File: config.mk
export PLATFORM = sky130hd
export DESIGN_NAME = error_latch_controller
export DESIGN_NICKNAME = d
export VERILOG_FILES = /design/src/rtl/error_latch_controller_pkg.sv /design/src/rtl/err_rr_arbiter.sv /design/src/rtl/error_latch_controller.sv
export SDC_FILE = /design/constraint.sdc
export NUM_CORES = 1
export LEC_CHECK = 0
export CORE_UTILIZATION = 40
export CTS_BUF_LIST = sky130_fd_sc_hd__clkbuf_4 sky130_fd_sc_hd__clkbuf_8
export DETAILED_ROUTE_END_ITERATION = 6
export PLACE_DENSITY = 0.73
export SYNTH_ARGS = -nofsm -noshare
export SYNTH_HDL_FRONTEND = slang
export SYNTH_SLANG_ARGS = --single-unit
File: constraint.sdc
create_clock -name clk -period 1.08 [get_ports clk]
set_input_delay 0.108 -clock clk [delete_from_list [all_inputs] [get_ports clk]]
set_output_delay 0.108 -clock clk [all_outputs]
set_load 0.005 [all_outputs]
File: src/rtl/error_latch_controller_pkg.sv
// err_ctrl_pkg: shared types and helpers for the error latch controller
package err_ctrl_pkg;
  typedef enum logic {IDLE, TEST} lt_state_t;
  function automatic int ch_w(input int n);
    return (n > 1) ? $clog2(n) : 1;
  endfunction
endpackage

File: src/rtl/err_rr_arbiter.sv
// err_rr_arbiter: picks the first pending channel at or after the pointer, wrapping N-1 -> 0
module err_rr_arbiter
  import err_ctrl_pkg::*;
#(
  parameter int N = 4
) (
  input  logic [N-1:0]        i_pending,
  input  logic [ch_w(N)-1:0]  i_ptr,
  output logic                o_grant_valid,
  output logic [ch_w(N)-1:0]  o_grant_idx
);
  localparam int W = ch_w(N);
  logic [W-1:0] w_idx [N];
  for (genvar g = 0; g < N; g++) begin : g_idx
    assign w_idx[g] = (int'(i_ptr) + g >= N) ? W'(int'(i_ptr) + g - N) : W'(int'(i_ptr) + g);
  end
  // scan from the farthest offset down so the nearest pending channel wins
  always_comb begin
    o_grant_valid = 1'b0;
    o_grant_idx   = '0;
    for (int k = N - 1; k >= 0; k--) begin
      if (i_pending[w_idx[k]]) begin
        o_grant_valid = 1'b1;
        o_grant_idx   = w_idx[k];
      end
    end
  end
endmodule

File: src/rtl/error_latch_controller.sv
// error_latch_controller: sticky error latches, alarm lamps, once-only event reporting,
// host clears and a timed lamp test
module error_latch_controller
  import err_ctrl_pkg::*;
#(
  parameter int N_CH        = 4,
  parameter int TEST_CYCLES = 16
) (
  input  logic                    clk,
  input  logic                    reset_n,
  input  logic [N_CH-1:0]         err_in,
  input  logic [N_CH-1:0]         err_mask,
  input  logic                    lamp_test_req,
  input  logic                    clr_req,
  input  logic [ch_w(N_CH)-1:0]   clr_ch,
  input  logic                    evt_ready,
  output logic                    evt_valid,
  output logic [ch_w(N_CH)-1:0]   evt_ch,
  output logic                    clr_ack,
  output logic [N_CH-1:0]         latched,
  output logic [N_CH-1:0]         LA,
  output logic                    test_busy,
  output logic                    any_err
);
  localparam int W  = ch_w(N_CH);
  localparam int CW = ch_w(TEST_CYCLES);
  logic [N_CH-1:0] r_latched, r_pending;
  logic [W-1:0]    r_ptr, r_evt_ch;
  logic            r_evt_valid, r_clr_ack;
  lt_state_t       r_state, w_state_nxt;
  logic [CW-1:0]   r_cnt, w_cnt_nxt;
  logic [N_CH-1:0] w_set, w_clr, w_rise, w_ack;
  logic [W-1:0]    w_ptr_nxt, w_grant_idx;
  logic            w_hs, w_grant_valid, w_last;
  err_rr_arbiter #(.N(N_CH)) u_arb (
    .i_pending    (r_pending),
    .i_ptr        (r_ptr),
    .o_grant_valid(w_grant_valid),
    .o_grant_idx  (w_grant_idx)
  );
  assign w_set     = err_in & ~err_mask;
  assign w_clr     = (clr_req && int'(clr_ch) < N_CH) ? (N_CH'(1) << clr_ch) : '0;
  assign w_rise    = w_set & ~r_latched;
  assign w_hs      = r_evt_valid & evt_ready;
  assign w_ack     = w_hs ? (N_CH'(1) << r_evt_ch) : '0;
  assign w_ptr_nxt = (int'(r_evt_ch) == N_CH - 1) ? '0 : r_evt_ch + 1'b1;
  assign w_last    = (int'(r_cnt) == TEST_CYCLES - 1);
  always_comb begin
    w_state_nxt = r_state;
    w_cnt_nxt   = '0;
    w_state_nxt = (r_state == IDLE) ? (lamp_test_req ? TEST : IDLE) : (w_last ? IDLE : TEST);
    w_cnt_nxt   = (r_state == TEST && !w_last) ? r_cnt + 1'b1 : '0;
  end
  // set beats clear on the same channel; a new rising edge beats an acknowledge
  always_ff @(posedge clk or negedge reset_n) begin
    if (!reset_n) begin
      r_latched   <= '0;
      r_pending   <= '0;
      r_ptr       <= '0;
      r_evt_ch    <= '0;
      r_evt_valid <= 1'b0;
      r_clr_ack   <= 1'b0;
      r_state     <= IDLE;
      r_cnt       <= '0;
    end else begin
      r_latched <= (r_latched & ~w_clr) | w_set;
      r_pending <= (r_pending & ~w_ack) | w_rise;
      r_clr_ack <= clr_req;
      r_state   <= w_state_nxt;
      r_cnt     <= w_cnt_nxt;
      if (w_hs) begin
        r_evt_valid <= 1'b0;
        r_ptr       <= w_ptr_nxt;
      end else if (!r_evt_valid && w_grant_valid) begin
        r_evt_valid <= 1'b1;
        r_evt_ch    <= w_grant_idx;
      end
    end
  end
  assign evt_valid = r_evt_valid;
  assign evt_ch    = r_evt_ch;
  assign clr_ack   = r_clr_ack;
  assign latched   = r_latched;
  assign test_busy = (r_state == TEST);
  assign LA        = r_latched | {N_CH{test_busy}};
  assign any_err   = |r_latched;
endmodule

==> results of run 1 <==
==> cell type report <==
type	count	area share
Clock inverter	1	0.003056
Clock buffer	3	0.01375
Tap cell	28	0.02139
Multi-Input combinational cell	66	0.3231
Sequential cell	19	0.2926
Timing Repair Buffer	56	0.3277
Inverter	6	0.01833
==> critical path, delay by kind of cell, from the launching register on <==
kind          cells  cell delay (ns)
buf+inv           1             0.15
flops             1             0.41
simple gates      1             0.54
==> registers in the layout (all words and copies together), names as in the netlist <==
register,flops
clr_ack,1
evt_ch,2
r_cnt,4
r_pending,4
latched,4
test_busy,1
evt_valid,1
r_ptr,2
==> power breakdown <==
group | switching (mW) | leakage [nW] | internal [mW] | total, mW
registers | 0.337 | 0.215 | 0.990 | 1.33
logic | 0.898 | 0.491 | 1.22 | 2.12
clock network | 0.238 | 0.0177 | 0.138 | 0.376
==> worst max path at each step <==
stage / cells after the start / startpoint / end / slack [ns]
finish: 2 / latched[0] / any_err / -0.43
floorplan: 3 / evt_ch[0] / r_ptr[1] / -0.03
global route: 2 / latched[0] / any_err / -0.44
detailed placement: 2 / latched[1] / any_err / -0.36
CTS: 2 / latched[2] / any_err / -0.39
global placement: 2 / latched[1] / any_err / -0.37
==> synth_stat cells <==
cell,count
o211ai_1,1
nand4b_1,1
a21oi_1,4
dfrtp_1,19
inv_1,6
nor2_1,3
nand3_1,4
xor2_1,1
o41ai_2,1
ha_1,5
nand2b_1,7
mux2_2,1
o22ai_1,1
and3_1,2
or4_1,1
o31ai_1,2
o21ai_0,10
and2_1,1
mux2i_1,2
nor4_2,1
a21boi_0,1
buf_4,1
nand2_1,12
or2_2,4
o21ai_1,1
==> kinds of logic (layout without fill, tap and decap cells) <==
| logic type | Yosys count | after routing | share of synthesized area |
|---|---|---|---|
| AOI/OAI and AO/OA | 21 | 21 | 0.1375 |
| xor gates and xnor gates | 1 | 1 | 0.009436 |
| adders and majority gates | 5 | 5 | 0.06739 |
| buffers and inverters | 7 | 66 | 0.03235 |
| DFF | 19 | 19 | 0.5121 |
| muxes | 3 | 3 | 0.03369 |
| and+or+nand+nor | 36 | 36 | 0.2075 |
==> routing by layer <==
layer / wire [um] / up-vias
li1: - / 433
met1: 1140 / 462
met2: 1464 / 47
met3: 146 / 13
met4: 129 / 0
met5: 0 / -
==> timing repair <==
item / in CTS / in global routing
resized for setup: 78 / 26
endpoints found under the setup margin: 21 / 26
setup buffers: 12 / 5
pin swaps: 7 / 10
==> run summary, run 1 <==
================================================================================
Run status ........................................................ finished with violations
Violated checks ................................................... setup timing
Wire per inst .....................................................     16.10 um
Slowest CP cell ...................................................        or4_1
Maximum ir drop on the vdd rail ...................................      1404 uV
Final-report max-slew violation count .............................            0
Worst endpoint required time ......................................      0.97 ns
Sequential fraction of the synthesis area .........................       0.5121
Nature of the critical path endpoint ..............................   output pin
Launch instance of the worst register-to-register path ............ r_pending[1]
First-pass GRT wire length ........................................     4.278 mm
Number of placed cells counting well taps .........................          160
Overflow after GRT ................................................            0
R2R depth .........................................................            4
Clock network latency to the later pin of the worst-skew pair .....      0.31 ns
Headroom to the max-slew limit ....................................       0.7736
Slowest Stage Delay on Critical Path ..............................      0.54 ns
Area growth from synthesis to final layout ........................       76.42%
Final weighted congestion in routability-driven placement .........       0.7696
Library cells used by synthesis ...................................           25
Post-Route Setup TNS ..............................................    -2.613 ns
Finished layout cell area .........................................     1638 um2
Top area cells in the synthesized netlist ......................... dfrtp_1 (51%), ha_1 (6.7%), o21ai_0 (5.4%)
Cell chain of the critical path ................................... or4_1 > buf_2
Fraction of layout instances using a drive strength above 1 .......       0.4503
Met1 global-route usage ...........................................       0.2832
Standard cell core area ...........................................     2191 um2
R2R setup slack ...................................................     -0.16 ns
Die width .........................................................     50.18 um
Maximum frequency from static timing analysis .....................    663.4 MHz
Most common cell after layout, fill and taps aside ................        buf_6
Total nets after synthesis ........................................          112
Worst endpoint data arrival time ..................................      1.40 ns
Total Die Area ....................................................     2518 um2
Post-Synthesis Mean Instance Area .................................    10.09 um2
DR iter-0 viols ...................................................           21
Non-filler instance count after layout ............................          179
Post-layout worst setup margin ....................................   -0.4273 ns
Routed wire length ................................................     2.882 mm
Class of the most critical setup path .............................      reg2out
Post-route clock period utilization ...............................        1.396
Post-synth top area cell ..........................................      dfrtp_1
Final design utilization ..........................................       0.7476
Placed cell area ..................................................     1334 um2
Gate Count Post-Synth .............................................           92
Number of hold violations in the final report .....................            0
Leak pwr ..........................................................    0.7237 nW
Synth Register Bits ...............................................           19
Post-cts hold buffer count ........................................            0
Terminus of the critical flop-to-flop path ........................    evt_ch[1]
Total of fill cells in the finished design ........................          156
Category of the worst setup path launch point .....................     register
Total area of multi-input combinational cells .....................    529.3 um2
Post-Route Hold Slack .............................................    0.1178 ns
H-Tree Depth ......................................................            1
Chip height .......................................................     50.18 um
Total Routing Usage GR ............................................       0.2401
Max Buffers Root-to-Sink ..........................................            2
Setup violators final .............................................           17
Worst setup skew after layout .....................................  0.004858 ns
Remaining antenna violation count after routing ...................            0
Overall power .....................................................     3.825 mW
Setup repair after global routing missed its margin ...............          yes
Master cell of the clock root buffer ..............................     clkbuf_4
Number of core rows ...............................................           17
Number of remaining DRC errors ....................................            0
Port buffer count .................................................           28
Starting utilization of the core area .............................       0.4238
Flip-flop and latch area ..........................................    479.2 um2
Number of ports placed on the die boundary ........................           29
Number of global-route vias before repair .........................          961
Clock slew at reported path FFs ...................................      0.12 ns
Nets ..............................................................          172
Type of the worst min-delay path ..................................     in2async
Max Cap Viol ......................................................            0
Slew at the pin closest to its max-slew limit .....................    0.3371 ns
Top fanout value on the critical path .............................            2
Largest net degree at the start of global routing .................           20
Met2 usage ........................................................       0.4000
Via total after detailed routing ..................................          955
Dpl hpwl ..........................................................     1.715 mm
Power density over cell area ......................................  2335 nW/um2
Most used cells in the layout excluding fill and tap cells ........ buf_6 (23), dfrtp_1 (16), clkdlybuf4s50_1 (14)
Tmin final ........................................................     1.507 ns
Most crowded layer after global routing ...........................         met2
CTS Sinks .........................................................           19
Post-synth design cell area .......................................    928.4 um2
Num CTS Buffers ...................................................            3
Synth warn ........................................................            0
Met3 usage in global routing ......................................      0.02727
Avg Vias per Cell .................................................        5.335
ANT cells .........................................................            0
Detailed-routing iteration count for the pre-antenna-repair pass ..            4
Clock tree from TritonCTS .........................................         done
Proportion of netlist area held by the largest area contributor ...       0.5121
Worst slack after detailed placement ..............................   -0.3598 ns
Number of antenna violations at the first check in global routing .            0
================================================================================
No activity file was read; power rests on OpenSTA's default activity.
==> run 2: changes to the inputs <==
CORE_UTILIZATION = 45   (was 40)
CTS_BUF_LIST = sky130_fd_sc_hd__clkbuf_16   (was sky130_fd_sc_hd__clkbuf_4 sky130_fd_sc_hd__clkbuf_8)
PLACE_DENSITY = 0.78   (was 0.73)
clock period = 1.95 ns   (was 1.08 ns; I/O delays follow)
==> run 2 against run 1 <==
Effect of this change: the flow now finishes without violations; combinational power is 74% lower; non-clock buffer count fell by 27; critical path depth did not move; clock power increased by 9.8%; cell count decreased by 16%; die area shrank 11%; worst setup slack better by 0.53 ns; count of clock-buffer cells in the layout unchanged; sequential share of layout area up 6.7 points; largest cell class is now flip-flops and latches; highest routed layer unchanged.
==> run summary, run 2 (synthesized netlist as in run 1, its figures left out) <==
================================================================================
Run status ........................................................    completed
Post-cts hold buffer count ........................................            0
Nets ..............................................................          145
H-Tree Depth ......................................................            1
Class of the most critical setup path .............................      reg2out
Setup violators final .............................................            0
Most used cells in the layout excluding fill and tap cells ........ clkdlybuf4s50_1 (28), dfrtp_1 (19), nand2_1 (12)
Final design utilization ..........................................       0.6804
Avg Vias per Cell .................................................        5.166
First-pass GRT wire length ........................................     3.187 mm
Standard cell core area ...........................................     1942 um2
Clock tree from TritonCTS .........................................         done
Top fanout value on the critical path .............................            5
Dpl hpwl ..........................................................     1.489 mm
Total of fill cells in the finished design ........................          167
Category of the worst setup path launch point .....................     register
Fraction of layout instances using a drive strength above 1 .......      0.08871
Num CTS Buffers ...................................................            3
Number of remaining DRC errors ....................................            0
Port buffer count .................................................           28
Overflow after GRT ................................................            0
Count of instances resized after the clock tree is built ..........            0
Placed cell area ..................................................     1242 um2
DR iter-0 viols ...................................................           16
Worst endpoint data arrival time ..................................      1.65 ns
Setup repair after global routing missed its margin ...............           no
Total Die Area ....................................................     2249 um2
Type of the worst min-delay path ..................................     in2async
Area growth from synthesis to final layout ........................       42.32%
Final weighted congestion in routability-driven placement .........       0.7346
Power density over cell area ......................................  1294 nW/um2
Final-report max-slew violation count .............................            0
Headroom to the max-slew limit ....................................       0.7487
Maximum ir drop on the vdd rail ...................................     957.7 uV
Number of ports placed on the die boundary ........................           29
Wire per inst .....................................................     13.08 um
R2R depth .........................................................            3
Number of global-route vias before repair .........................          767
Worst slack after detailed placement ..............................    0.3910 ns
Total Routing Usage GR ............................................       0.2092
Routed wire length ................................................     1.975 mm
Overall power .....................................................     1.709 mW
Nature of the critical path endpoint ..............................   output pin
Finished layout cell area .........................................     1321 um2
Slew at the pin closest to its max-slew limit .....................    0.3769 ns
Die width .........................................................     47.42 um
Leak pwr ..........................................................    0.5839 nW
Post-layout worst setup margin ....................................    0.1055 ns
Post-Route Setup TNS ..............................................         0 ns
Most common cell after layout, fill and taps aside ................ clkdlybuf4s50_1
Master cell of the clock root buffer ..............................    clkbuf_16
Clock network latency to the later pin of the worst-skew pair .....      0.25 ns
Number of core rows ...............................................           16
Number of hold violations in the final report .....................            0
Via total after detailed routing ..................................          780
Starting utilization of the core area .............................       0.4781
Tmin final ........................................................     1.844 ns
Max Buffers Root-to-Sink ..........................................            2
Largest net degree at the start of global routing .................           20
Maximum frequency from static timing analysis .....................    542.2 MHz
ANT cells .........................................................            0
Worst setup skew after layout .....................................  0.002483 ns
Max Cap Viol ......................................................            0
CTS Sinks .........................................................           19
Worst endpoint required time ......................................      1.75 ns
Post-route clock period utilization ...............................       0.9459
Remaining antenna violation count after routing ...................            0
Clock slew at reported path FFs ...................................      0.05 ns
Detailed-routing iteration count for the pre-antenna-repair pass ..            4
Number of antenna violations at the first check in global routing .            0
Post-CTS setup buffer count .......................................            0
Chip height .......................................................     47.42 um
================================================================================
run 2: layout make-up:
type	count	area, um2	area share
Multi-Input combinational cell	66	422.9	0.3201
Tap cell	27	33.78	0.02557
Timing Repair Buffer	29	287.8	0.2178
Clock buffer	3	75.07	0.05682
Clock inverter	1	3.754	0.002841
Inverter	6	22.52	0.01705
Sequential cell	19	475.5	0.3598
run 2: power breakdown:
group	internal [mW]	switching [mW]
registers	0.544	0.204
clock network	0.273	0.141
logic	0.322	0.226
total	1.14	0.570
run 2: layer usage:
metal  vias up  GRT usage  share of wire
met5         -          0              0
li1        379          -              -
met3         2    0.05283          0.054
met1       379     0.2379           0.44
met4         0    0.08571         0.0056
met2        20     0.3726           0.50
run 2: final timing paths:
path / from / endpoint / slack, ns
max in group asynchronous: reset_n / r_cnt[1] / 1.48
min in group clk: clr_req / clr_ack / 0.45
min: reset_n / evt_valid / 0.27
max reg2reg: evt_ch[0] / r_ptr[1] / 0.73
min reg2reg: r_cnt[0] / r_cnt[0] / 0.48
max: latched[1] / any_err / 0.11
run 2: critical path, stage by stage (launching register included):
cell,delay [ns]
dfrtp_1,0.41
or4_1,0.53
clkdlybuf4s50_1,0.46
run 2: stage by stage:
step / instances / hold slack, ns
2_1_floorplan: 92 / -0.1006
3_3_place_gp: 147 / 0.4703
3_5_place_dp: 147 / 0.4773
4_1_cts: 151 / 0.2810
5_1_grt: 151 / 0.3202
6_report: 151 / 0.2718
